[src/rtl/apb_irq_ctrl_pkg.sv]
// apb_irq_ctrl_pkg
// Shared definitions for the APB interrupt / sleep controller:
//   - register offsets, expressed as the word index seen on PADDR[4:2]
//   - sleep FSM state encoding (also the value read back from SLEEP[1:0])
//   - field positions inside the ID register
//   - helper that builds the mask of implemented line bits
package apb_irq_ctrl_pkg;

    localparam logic [2:0] OFF_MASK    = 3'd0;
    localparam logic [2:0] OFF_PENDING = 3'd1;
    localparam logic [2:0] OFF_CLEAR   = 3'd2;
    localparam logic [2:0] OFF_MODE    = 3'd3;
    localparam logic [2:0] OFF_ID      = 3'd4;
    localparam logic [2:0] OFF_SLEEP   = 3'd5;

    localparam int ID_REQ_POS  = 31;
    localparam int ID_ID_LSB   = 0;
    localparam int ID_ID_WIDTH = 5;

    typedef enum logic [1:0] {
        RUN   = 2'd0,
        DRAIN = 2'd1,
        SLEEP = 2'd2,
        WAKE  = 2'd3
    } sleep_state_e;

    // One bit set for every implemented request line; bits above n stay 0.
    function automatic logic [31:0] line_mask(input int n);
        logic [63:0] wide;
        wide = (64'd1 << n) - 64'd1;
        return wide[31:0];
    endfunction

endpackage

[src/rtl/apb_irq_ctrl_line_sync.sv]
// irq_line_sync
// Per-line front end: optional 2-flop synchroniser, a delay flop for edge
// detection, and a one-cycle set request selected by the line's MODE bit.
// Ports:
//   clk, rst    block clock and asynchronous active-high reset
//   line        raw request line
//   edge_mode   1 = set on rising edge, 0 = set while high
//   set_pulse   request to set this line's pending bit this cycle
module irq_line_sync
    import apb_irq_ctrl_pkg::*;
#(
    parameter int SYNC_EN = 1
) (
    input  logic clk,
    input  logic rst,
    input  logic line,
    input  logic edge_mode,
    output logic set_pulse
);

    logic sync;
    logic dly_q;

    generate
        if (SYNC_EN != 0) begin : g_sync
            logic meta_q;
            logic stable_q;

            always_ff @(posedge clk or posedge rst) begin
                if (rst) begin
                    meta_q   <= 1'b0;
                    stable_q <= 1'b0;
                end else begin
                    meta_q   <= line;
                    stable_q <= meta_q;
                end
            end

            assign sync = stable_q;
        end else begin : g_nosync
            assign sync = line;
        end
    endgenerate

    always_ff @(posedge clk or posedge rst) begin
        if (rst) begin
            dly_q <= 1'b0;
        end else begin
            dly_q <= sync;
        end
    end

    assign set_pulse = edge_mode ? (sync & ~dly_q) : sync;

endmodule

[src/rtl/apb_irq_ctrl.sv]
// apb_irq_ctrl
// APB slave interrupt controller with N_LINES request lines, per-line
// edge/level capture, masking, lowest-index priority and a core sleep FSM.
// Ports:
//   HCLK, HRESET             clock, asynchronous active-high reset
//   PADDR..PSLVERR           APB slave (zero wait states, PREADY tied high)
//   line_i                   request lines
//   irq_req_o, irq_id_o      pending request and its index to the core
//   irq_ack_i, irq_ack_id_i  core acknowledge and acknowledged index
//   core_busy_i              core activity, blocks DRAIN -> SLEEP
//   fetch_en_o               core fetch enable
//   clk_gate_core_o          core clock enable, 1 = running
module apb_irq_ctrl
    import apb_irq_ctrl_pkg::*;
#(
    parameter int APB_ADDR_WIDTH = 12,
    parameter int N_LINES        = 32,
    parameter int WAKE_CYCLES    = 4,
    parameter int SYNC_EN        = 1
) (
    input  logic                      HCLK,
    input  logic                      HRESET,
    input  logic [APB_ADDR_WIDTH-1:0] PADDR,
    input  logic [31:0]               PWDATA,
    input  logic                      PWRITE,
    input  logic                      PSEL,
    input  logic                      PENABLE,
    output logic [31:0]               PRDATA,
    output logic                      PREADY,
    output logic                      PSLVERR,
    input  logic [N_LINES-1:0]        line_i,
    output logic                      irq_req_o,
    output logic [4:0]                irq_id_o,
    input  logic                      irq_ack_i,
    input  logic [4:0]                irq_ack_id_i,
    input  logic                      core_busy_i,
    output logic                      fetch_en_o,
    output logic                      clk_gate_core_o
);

    localparam logic [31:0] LINE_MASK = line_mask(N_LINES);
    localparam logic [3:0]  WAKE_LAST = 4'(WAKE_CYCLES - 1);

    logic [31:0]  mask_q;
    logic [31:0]  mode_q;
    logic [31:0]  pending_q;
    logic [31:0]  pending_d;
    logic [31:0]  line_set;
    logic [31:0]  sw_set;
    logic [31:0]  sw_clr;
    logic [31:0]  ack_clr;
    logic [31:0]  enabled;
    logic         any_enabled;
    logic [2:0]   reg_sel;
    logic         apb_access;
    logic         apb_wr;
    logic [31:0]  rdata;
    logic [3:0]   wake_cnt_q;
    sleep_state_e state_q;
    sleep_state_e state_d;
    logic         unused_addr;

    assign reg_sel     = PADDR[4:2];
    assign apb_access  = PSEL & PENABLE;
    assign apb_wr      = apb_access & PWRITE;
    assign unused_addr = ^{PADDR[APB_ADDR_WIDTH-1:5], PADDR[1:0]};

    generate
        for (genvar gi = 0; gi < 32; gi++) begin : g_line
            if (gi < N_LINES) begin : g_used
                irq_line_sync #(
                    .SYNC_EN(SYNC_EN)
                ) u_sync (
                    .clk      (HCLK),
                    .rst      (HRESET),
                    .line     (line_i[gi]),
                    .edge_mode(mode_q[gi]),
                    .set_pulse(line_set[gi])
                );
            end else begin : g_unused
                assign line_set[gi] = 1'b0;
            end
        end
    endgenerate

    // An out-of-range ack index shifts into a bit above N_LINES, which the
    // final LINE_MASK drops, so no explicit range check is needed.
    assign sw_set  = (apb_wr && reg_sel == OFF_PENDING) ? PWDATA : 32'd0;
    assign sw_clr  = (apb_wr && reg_sel == OFF_CLEAR)   ? PWDATA : 32'd0;
    assign ack_clr = irq_ack_i ? (32'd1 << irq_ack_id_i) : 32'd0;

    // Set sources are ORed in after clearing so that set wins a same-cycle race.
    assign pending_d = ((pending_q & ~(sw_clr | ack_clr)) | line_set | sw_set) & LINE_MASK;

    always_ff @(posedge HCLK or posedge HRESET) begin
        if (HRESET) begin
            mask_q    <= 32'd0;
            mode_q    <= 32'd0;
            pending_q <= 32'd0;
        end else begin
            pending_q <= pending_d;
            if (apb_wr && reg_sel == OFF_MASK) begin
                mask_q <= PWDATA & LINE_MASK;
            end
            if (apb_wr && reg_sel == OFF_MODE) begin
                mode_q <= PWDATA & LINE_MASK;
            end
        end
    end

    assign enabled     = pending_q & mask_q;
    assign any_enabled = |enabled;
    assign irq_req_o   = any_enabled;

    // Scan from the top down so the lowest set index is the last one written.
    always_comb begin
        irq_id_o = 5'd0;
        for (int i = N_LINES - 1; i >= 0; i--) begin
            if (enabled[i]) begin
                irq_id_o = 5'(i);
            end
        end
    end

    always_ff @(posedge HCLK or posedge HRESET) begin
        if (HRESET) begin
            state_q    <= RUN;
            wake_cnt_q <= 4'd0;
        end else begin
            state_q    <= state_d;
            wake_cnt_q <= (state_q == WAKE) ? wake_cnt_q + 4'd1 : 4'd0;
        end
    end

    always_comb begin
        state_d = state_q;
        case (state_q)
            RUN: begin
                if (apb_wr && reg_sel == OFF_SLEEP && PWDATA[0] && !any_enabled) begin
                    state_d = DRAIN;
                end
            end
            DRAIN: begin
                if (any_enabled) begin
                    state_d = RUN;
                end else if (!core_busy_i) begin
                    state_d = SLEEP;
                end
            end
            SLEEP: begin
                if (any_enabled) begin
                    state_d = WAKE;
                end
            end
            WAKE: begin
                if (wake_cnt_q == WAKE_LAST) begin
                    state_d = RUN;
                end
            end
            default: state_d = RUN;
        endcase
    end

    assign clk_gate_core_o = (state_q != SLEEP);
    assign fetch_en_o      = (state_q == RUN) || (state_q == DRAIN);

    always_comb begin
        rdata = 32'd0;
        if (PSEL) begin
            case (reg_sel)
                OFF_MASK:    rdata = mask_q;
                OFF_PENDING: rdata = pending_q;
                OFF_MODE:    rdata = mode_q;
                OFF_ID: begin
                    rdata[ID_REQ_POS]                       = irq_req_o;
                    rdata[ID_ID_LSB +: ID_ID_WIDTH]         = irq_id_o;
                end
                OFF_SLEEP:   rdata[1:0] = state_q;
                default:     rdata = 32'd0;
            endcase
        end
    end

    assign PRDATA  = rdata;
    assign PREADY  = 1'b1;
    assign PSLVERR = apb_access && (reg_sel[2:1] == 2'b11);

endmodule

[config.mk]
export PLATFORM = sky130hd
export DESIGN_NAME = apb_irq_ctrl
export DESIGN_NICKNAME = d
export VERILOG_FILES = /design/src/rtl/apb_irq_ctrl_pkg.sv /design/src/rtl/apb_irq_ctrl_line_sync.sv /design/src/rtl/apb_irq_ctrl.sv
export SDC_FILE = /design/constraint.sdc
export NUM_CORES = 1
export LEC_CHECK = 0
export ABC_AREA = 0
export ABC_CLOCK_PERIOD_IN_PS = 6640
export BUFFER_PORTS_ARGS = -buffer_cell sky130_fd_sc_hd__buf_2
export CORE_MARGIN = 2
export CORE_UTILIZATION = 35
export CTS_BUF_LIST = sky130_fd_sc_hd__clkbuf_8
export DETAILED_ROUTE_END_ITERATION = 16
export PLACE_DENSITY_LB_ADDON = 0.12
export SLEW_MARGIN = 15
export SYNTH_ARGS = -nofsm -noshare
export SYNTH_HDL_FRONTEND = slang
export SYNTH_SLANG_ARGS = --single-unit
[constraint.sdc]
create_clock -name HCLK -period 6.64 [get_ports HCLK]
set_input_delay 0.332 -clock HCLK [delete_from_list [all_inputs] [get_ports HCLK]]
set_output_delay 0.332 -clock HCLK [all_outputs]
set_load 0.01 [all_outputs]
==> impl_results.md, run 1 <==
- Total CTS buffers: 17
- Syn Nets: 782
- Vias in the first global route: 6463
- Worst rel slew slack: 28.2%
- Accumulated negative setup slack: 0 ns
- CTS clk-pin slew, worst paths: 0.11 ns
- Worst Reg-to-Reg Cells: 4
- Placed inst area: 0.00917 mm^2
- CP endpoint kind: output pin
- Chip width: 158 um
- Total power: 2.65 mW
- Area Growth Syn to Fin: 19.9%
- Max Buffers Root-to-Sink: 2
- Simple-Gate Fraction of Synth Area: 9.06%
- Worst-margin pin slew: 1.08 ns
- H-tree depth: 4
- Max-slew violation count: 0
- Synth Area in Compound Gates: 15.9%
- Antenna Nets Post-Route: 0
- Dominant synthesized flop cell: dfrtp_1
- Gr usage total: 19.0%
- Skew-Pair Late Insertion Delay: 0.47 ns
- Multi-input gate area: 0.00316 mm^2
- Hold slack: -0.00641 ns
- Crit share post-route: 46.7%
- Setup-failing EPs final: 0
- Xor/xnor share of the synthesized area: 0.212%
- Tmin final: 3.10 ns
- Worst VDD drop: 0.107 mV
- Fin. Hold Viols: 2
- Storage cell area: 0.00495 mm^2
- Clk sinks: 198
- Gr ovfl total: 0
- Initial Util: 35.4%
- Final wirelength: 22600 um
- Starting DRT DRC Count: 323
- Routed WL per cell: 19.3 um
- PortBufs: 119
- Yosys cell types: 57
- Final nets: 926
- Design area: 0.00990 mm^2
- Share of layout cells above drive strength 1: 27.3%
- Ys async rst share: 100%
- Status: finished, violations left
- Syn. warnings: 0
- Post-CTS Hold Fix Bufs: 32
- Worst Path Required: 6.31 ns
- Vias: 6085
- DR vias/cell: 5.19
- Hold crit path type: primary input to async pin
- Proportion of synthesized area in mux cells: 12.6%
- End point of the critical path: PRDATA[31]
- Initial antenna violation count: 3
- Crit path arrival time: 2.77 ns
- Fillers: 2253
- Worst setup SP type: primary input
- Largest net degree at the start of global routing: 120
- Pleak: 4.32 nW
- Worst r2r src: pending_q[8]
- R2r endpoint: state_q[0]
- Post-Synth Adder-Cell Area: 0.152%
- Largest family of logic cells by synthesized area: compound AO/OA/AOI/OAI gates
- Syn avg cell area: 11.9 um^2
- First-pass GRT wire length: 35900 um
- Clock root buffer: clkbuf_8
- Synthesized area: 0.00826 mm^2
- Clock Skews: 0.0103 ns
- CP Max Fanout: 40
- Gate Count Post-Synth: 693
- Failing checks: negative hold slack
- Number of flops mapped to enable cells by yosys: 0
- R2R Setup Slk: 4.43 ns
- Maxcap violations: 0
- Placed wire-length estimate: 14800 um
- Fmax: 0.322 GHz
- Worst setup path class: primary input to output pin
- Die area: 0.0248 mm^2
- I/O pin count: 130
- Post-cts resize count: 0
- Chip Height: 158 um
- Sequential share of the synthesized area: 60.0%
- Gp weighted congestion: 0.810
- Setup Buffers After CTS: 0
- Synthesized flop and latch total: 198
- FP Rows: 56
- DRC: 0
- First-pass DRT Iterations: 5
- RSZ-0062 raised after global routing: no
- CTS tree: yes
- Power per cell area: 267 mW/mm^2
- Final core occ: 42.4%
- Core Area: 0.0233 mm^2
- Critical path origin: PADDR[3]
## cell usage after synthesis (all sizes together), types with 4 or more instances
cell type,count,area [um^2]
mux2,65,732
a22o,7,78.8
nand3,7,35.0
and2,4,25.0
a221o,32,320
nand2,62,233
clkbuf,12,47.6
nand4,4,25.0
a22oi,17,128
o21ai,37,185
nor2,69,259
inv,4,15.0
mux2i,31,310
buf,20,97.6
nand2b,6,37.5
a21oi,64,320
dfrtp,198,4950
## state kept, by name, summed over array words and instances (netlist names), named ones only
signal,count
mask_q,32
g_line.g_used.u_sync.dly_q,32
g_line.g_used.u_sync.g_sync.meta_q,32
mode_q,32
wake_cnt_q,4
state_q,1
g_line.g_used.u_sync.g_sync.stable_q,32
pending_q,32
## metal layers
layer  GRT usage, %  wire, um  share of wire (%)
met1           25.6     10300                 46
met2           31.1     10900                 48
met5              0         0                  0
met4           6.54       389                1.7
met3           3.39       956                4.2
## area by class of cell
cell class | count | share of cell area, %
Inverter | 4 | 0.227
Clock inverter | 14 | 1.54
Multi-Input combinational cell | 459 | 31.9
Clock buffer | 18 | 2.50
Sequential cell | 198 | 50.0
Timing Repair Buffer | 157 | 9.70
Tap cell | 319 | 4.03
Antenna cell | 3 | 0.0758
## cell usage in the layout, fill, tap and decap left out, types with 4 or more instances in the layout
| cell type | Yosys | routed |
|---|---|---|
| nor2_1 | 69 | 67 |
| dfrtp_1 | 198 | 198 |
| clkinvlp_4 | 0 | 5 |
| a22oi_1 | 17 | 17 |
| nand2_1 | 62 | 62 |
| nand3_1 | 7 | 7 |
| nand2b_1 | 6 | 6 |
| mux2i_1 | 31 | 31 |
| clkbuf_8 | 0 | 18 |
| a21oi_1 | 64 | 64 |
| a221o_1 | 32 | 32 |
| a22o_1 | 5 | 5 |
| buf_2 | 15 | 119 |
| inv_1 | 4 | 5 |
| inv_8 | 0 | 4 |
| and2_1 | 4 | 4 |
| nand4_1 | 4 | 4 |
| buf_4 | 1 | 6 |
| o21ai_0 | 37 | 37 |
| dlygate4sd3_1 | 0 | 32 |
| mux2_2 | 65 | 65 |
## report_power, final
group          total, mW  leakage (nW)  switching, mW  internal (mW)
Clock              0.800         0.196          0.450          0.350
Combinational      0.443          1.82          0.238          0.205
Sequential          1.40          2.31         0.0892           1.31
## per-stage QoR
stage / hold slack (ns) / setup WS, ns / instances
2_1_floorplan: 0.331 / 0.911 / 693
6_report: -0.00641 / 3.54 / 1172
3_5_place_dp: 0.335 / 3.54 / 1105
5_1_grt: 0.0544 / 3.38 / 1171
4_1_cts: 0.0381 / 3.51 / 1169
3_3_place_gp: 0.331 / 3.52 / 1105
## how the worst min path moves through the flow
| stage | start | end | slack [ns] | depth (start not counted) |
|---|---|---|---|---|
| 3_5_place_dp | g_line[19].g_used.u_sync.g_sync.meta_q | g_line[19].g_used.u_sync.g_sync.stable_q | 0.33 | 0 |
| 2_1_floorplan | g_line[0].g_used.u_sync.g_sync.meta_q | g_line[0].g_used.u_sync.g_sync.stable_q | 0.33 | 0 |
| 4_1_cts | HRESET | g_line[17].g_used.u_sync.g_sync.meta_q | 0.04 | 2 |
| 5_1_grt | HRESET | g_line[17].g_used.u_sync.g_sync.meta_q | 0.05 | 2 |
| 6_report | HRESET | g_line[17].g_used.u_sync.g_sync.meta_q | -0.006 | 2 |
| 3_3_place_gp | g_line[14].g_used.u_sync.g_sync.meta_q | g_line[14].g_used.u_sync.g_sync.stable_q | 0.33 | 0 |
## cells by family (layout without fill, tap and decap cells)
group / Yosys count / count (layout)
and+or+nand+nor: 169 / 169
DFF: 198 / 198
buffers and inverters: 36 / 193
AOI/OAI and AO/OA: 190 / 190
adders and majority gates: 1 / 1
muxes: 96 / 96
other: 1 / 4
xor gates and xnor gates: 2 / 2
## worst max-delay path, cell delays in order
cell       delay, ns
buf_2           0.70
and2_1          0.72
buf_4           0.40
a21oi_1         0.11
o2bb2ai_1       0.20
and2_1          0.15
buf_2           0.13
Note: power is estimated with default switching activity, not from simulation.
==> run 2, diff against run 1 <==
Settings changed: ABC_CLOCK_PERIOD_IN_PS 6640 to 3120.
Clock period 6.64 ns to 3.12 ns, I/O delays scaled along.
==> run 2 against run 1 <==
Compared with the run above: the flow now finishes without violations; register-to-register slack worse by 3.5 ns; flip-flop and latch count stayed put; routed wire length is 2.7% higher; non-clock buffer count is 48 higher; clock power is 120% higher; count of clock-buffer cells in the layout is 1 lower; cell count is 4.0% higher; total power is 120% higher; sequential power is 110% higher; worst setup slack worse by 3.3 ns; via count is 4.2% higher; sequential share of layout area is 2.3 points lower; critical path type is now flip-flop to output pin; largest power group unchanged.
==> impl_results.md, run 2 (synthesis gave the netlist of run 1 again) <==
- RSZ-0062 raised after global routing: no
- Initial Util: 35.4% (unchanged)
- Tmin final: 2.91 ns
- Hold Path Depth: 5
- Clk sinks: 198 (unchanged)
- Gr usage total: 19.5% (+0.45 points)
- I/O pin count: 130 (unchanged)
- CP Max Fanout: 5 (-88%)
- Clock root buffer: clkbuf_8
- Fin. Hold Viols: 0 (-2)
- DR vias/cell: 5.20 (+0.21%)
- H-tree depth: 4 (unchanged)
- Worst Reg-to-Reg Cells: 4 (unchanged)
- Chip Height: 158 um (unchanged)
- Power per cell area: 554 mW/mm^2 (+110%)
- Fmax: 0.343 GHz
- Final WS setup: 0.208 ns (-3.33 ns)
- Worst VDD drop: 0.269 mV (+150%)
- First-pass DRT Iterations: 4 (-1)
- Design area: 0.0104 mm^2 (+4.8%)
- DRC: 0 (unchanged)
- Hold crit path type: primary input to flip-flop
- Hold slack: 0.236 ns (+0.243 ns)
- Initial antenna violation count: 2 (-1)
- Max-slew violation count: 0 (unchanged)
- Accumulated negative setup slack: 0 ns (unchanged)
- Chip width: 158 um (unchanged)
- Most common cell after layout, fill and taps aside: dfrtp_1
- Gp weighted congestion: 0.829 (+2.4%)
- Final wirelength: 23200 um (+2.7%)
- Worst setup path class: flip-flop to output pin
- Pleak: 4.54 nW (+5.0%)
- Setup Buffers After CTS: 0 (unchanged)
- Clock Skews: 0.0138 ns (+0.00351 ns)
- Worst Path Required: 2.96 ns (-3.35 ns)
- Core Area: 0.0233 mm^2 (unchanged)
- Gr ovfl total: 0 (unchanged)
- Post-CTS Hold Fix Bufs: 66 (+110%)
- PortBufs: 119 (unchanged)
- Commonest non-fill, non-tap cells in the layout: 198 x dfrtp_1, 119 x buf_2, 67 x nor2_1
- Maxcap violations: 0 (unchanged)
- Total CTS buffers: 17 (unchanged)
- Final nets: 974 (+5.2%)
- Area Growth Syn to Fin: 25.7%
- CTS tree: yes
- Dpl ws: 0.746 ns (-2.79 ns)
- FP Rows: 56 (unchanged)
- Share of layout cells above drive strength 1: 27.5% (+0.21 points)
- Crit share post-route: 93.3%
- Final core occ: 44.5% (+2.0 points)
- Status: complete, no violations
- Setup-failing EPs final: 0 (unchanged)
- Routed WL per cell: 19.0 um (-1.3%)
- Largest net degree at the start of global routing: 63 (-48%)
- Worst rel slew slack: 37.4% (+9.2 points)
- Vias in the first global route: 6659 (+3.0%)
- Antenna Nets Post-Route: 0 (unchanged)
- Worst-margin pin slew: 0.938 ns (-0.138 ns)
- Skew-Pair Late Insertion Delay: 0.47 ns (about the same)
- First-pass GRT wire length: 36700 um (+2.3%)
- Crit path arrival time: 2.76 ns (about the same)
- CP endpoint kind: output pin
- Placed inst area: 0.00929 mm^2 (+1.3%)
- Max Buffers Root-to-Sink: 2 (unchanged)
- Vias: 6342 (+4.2%)
- Placed wire-length estimate: 16100 um (+8.6%)
- Worst setup SP type: flip-flop
- CTS clk-pin slew, worst paths: 0.11 ns (about the same)
- Die area: 0.0248 mm^2 (unchanged)
- Starting DRT DRC Count: 419 (+30%)
- Post-cts resize count: 0 (unchanged)
run 2: cell types whose count changed in the layout (fill, tap and decap cells not counted), sizes merged:
cell | previous run | this run
buf | 125 | 139
inv | 10 | 12
dlygate4sd3 | 32 | 66
clkinv | 1 | 0
clkbuf | 18 | 17
diode | 3 | 2
run 2: stage by stage:
| step | std cells | power (mW) |
|---|---|---|
| after floorplan | 693 | 3.60 |
| after global placement | 1119 | 3.95 |
| after detailed placement | 1119 | 3.97 |
| after CTS | 1217 | 5.81 |
| after global routing | 1219 | 6.04 |
| final | 1219 | 5.75 |
run 2: cell type report:
type                       instances  area, um^2
timing repair buffer             205        1430
multi-input combinational        459        3150
clock buffer                      17         234
tap                              319         399
antenna                            2        5.00
clock inverter                    15         181
fill                            2261       13000
inverter                           4        18.8
sequential                       198        4950
run 2: final timing paths:
check	startpoint	end	slack, ns
worst max-delay path	pending_q[6]	PRDATA[31]	0.21
worst min-delay path	PWRITE	state_q[0]	0.24
worst max register to register	pending_q[6]	flip-flop	0.89
worst min register to register	g_line[19].g_used.u_sync.g_sync.meta_q	g_line[19].g_used.u_sync.g_sync.stable_q	0.36
max in group asynchronous	HRESET	mode_q[4]	1.88
min in group asynchronous	HRESET	g_line[17].g_used.u_sync.g_sync.meta_q	0.42
run 2: routing by layer:
layer / vias to the layer above / global-route usage, % / part of all wire, %
met5: - / 0 / 0
met4: 0 / 6.19 / 2.1
met3: 27 / 3.75 / 4.5
met2: 168 / 32.3 / 48
met1: 3228 / 25.8 / 45
li1: 2919 / - / -
run 2: power breakdown:
| group | internal (mW) | switching, mW |
|---|---|---|
| sequential | 2.80 | 0.194 |
| combinational | 0.476 | 0.517 |
| clock | 0.750 | 1.01 |
run 2: worst max-delay path, cell delays in order (launching register included):
cell,delay (ns)
dfrtp_1,0.42
a22oi_1,0.40
nand4_1,0.25
or4b_1,0.71
o2bb2ai_1,0.21
and2_1,0.16
buf_2,0.13
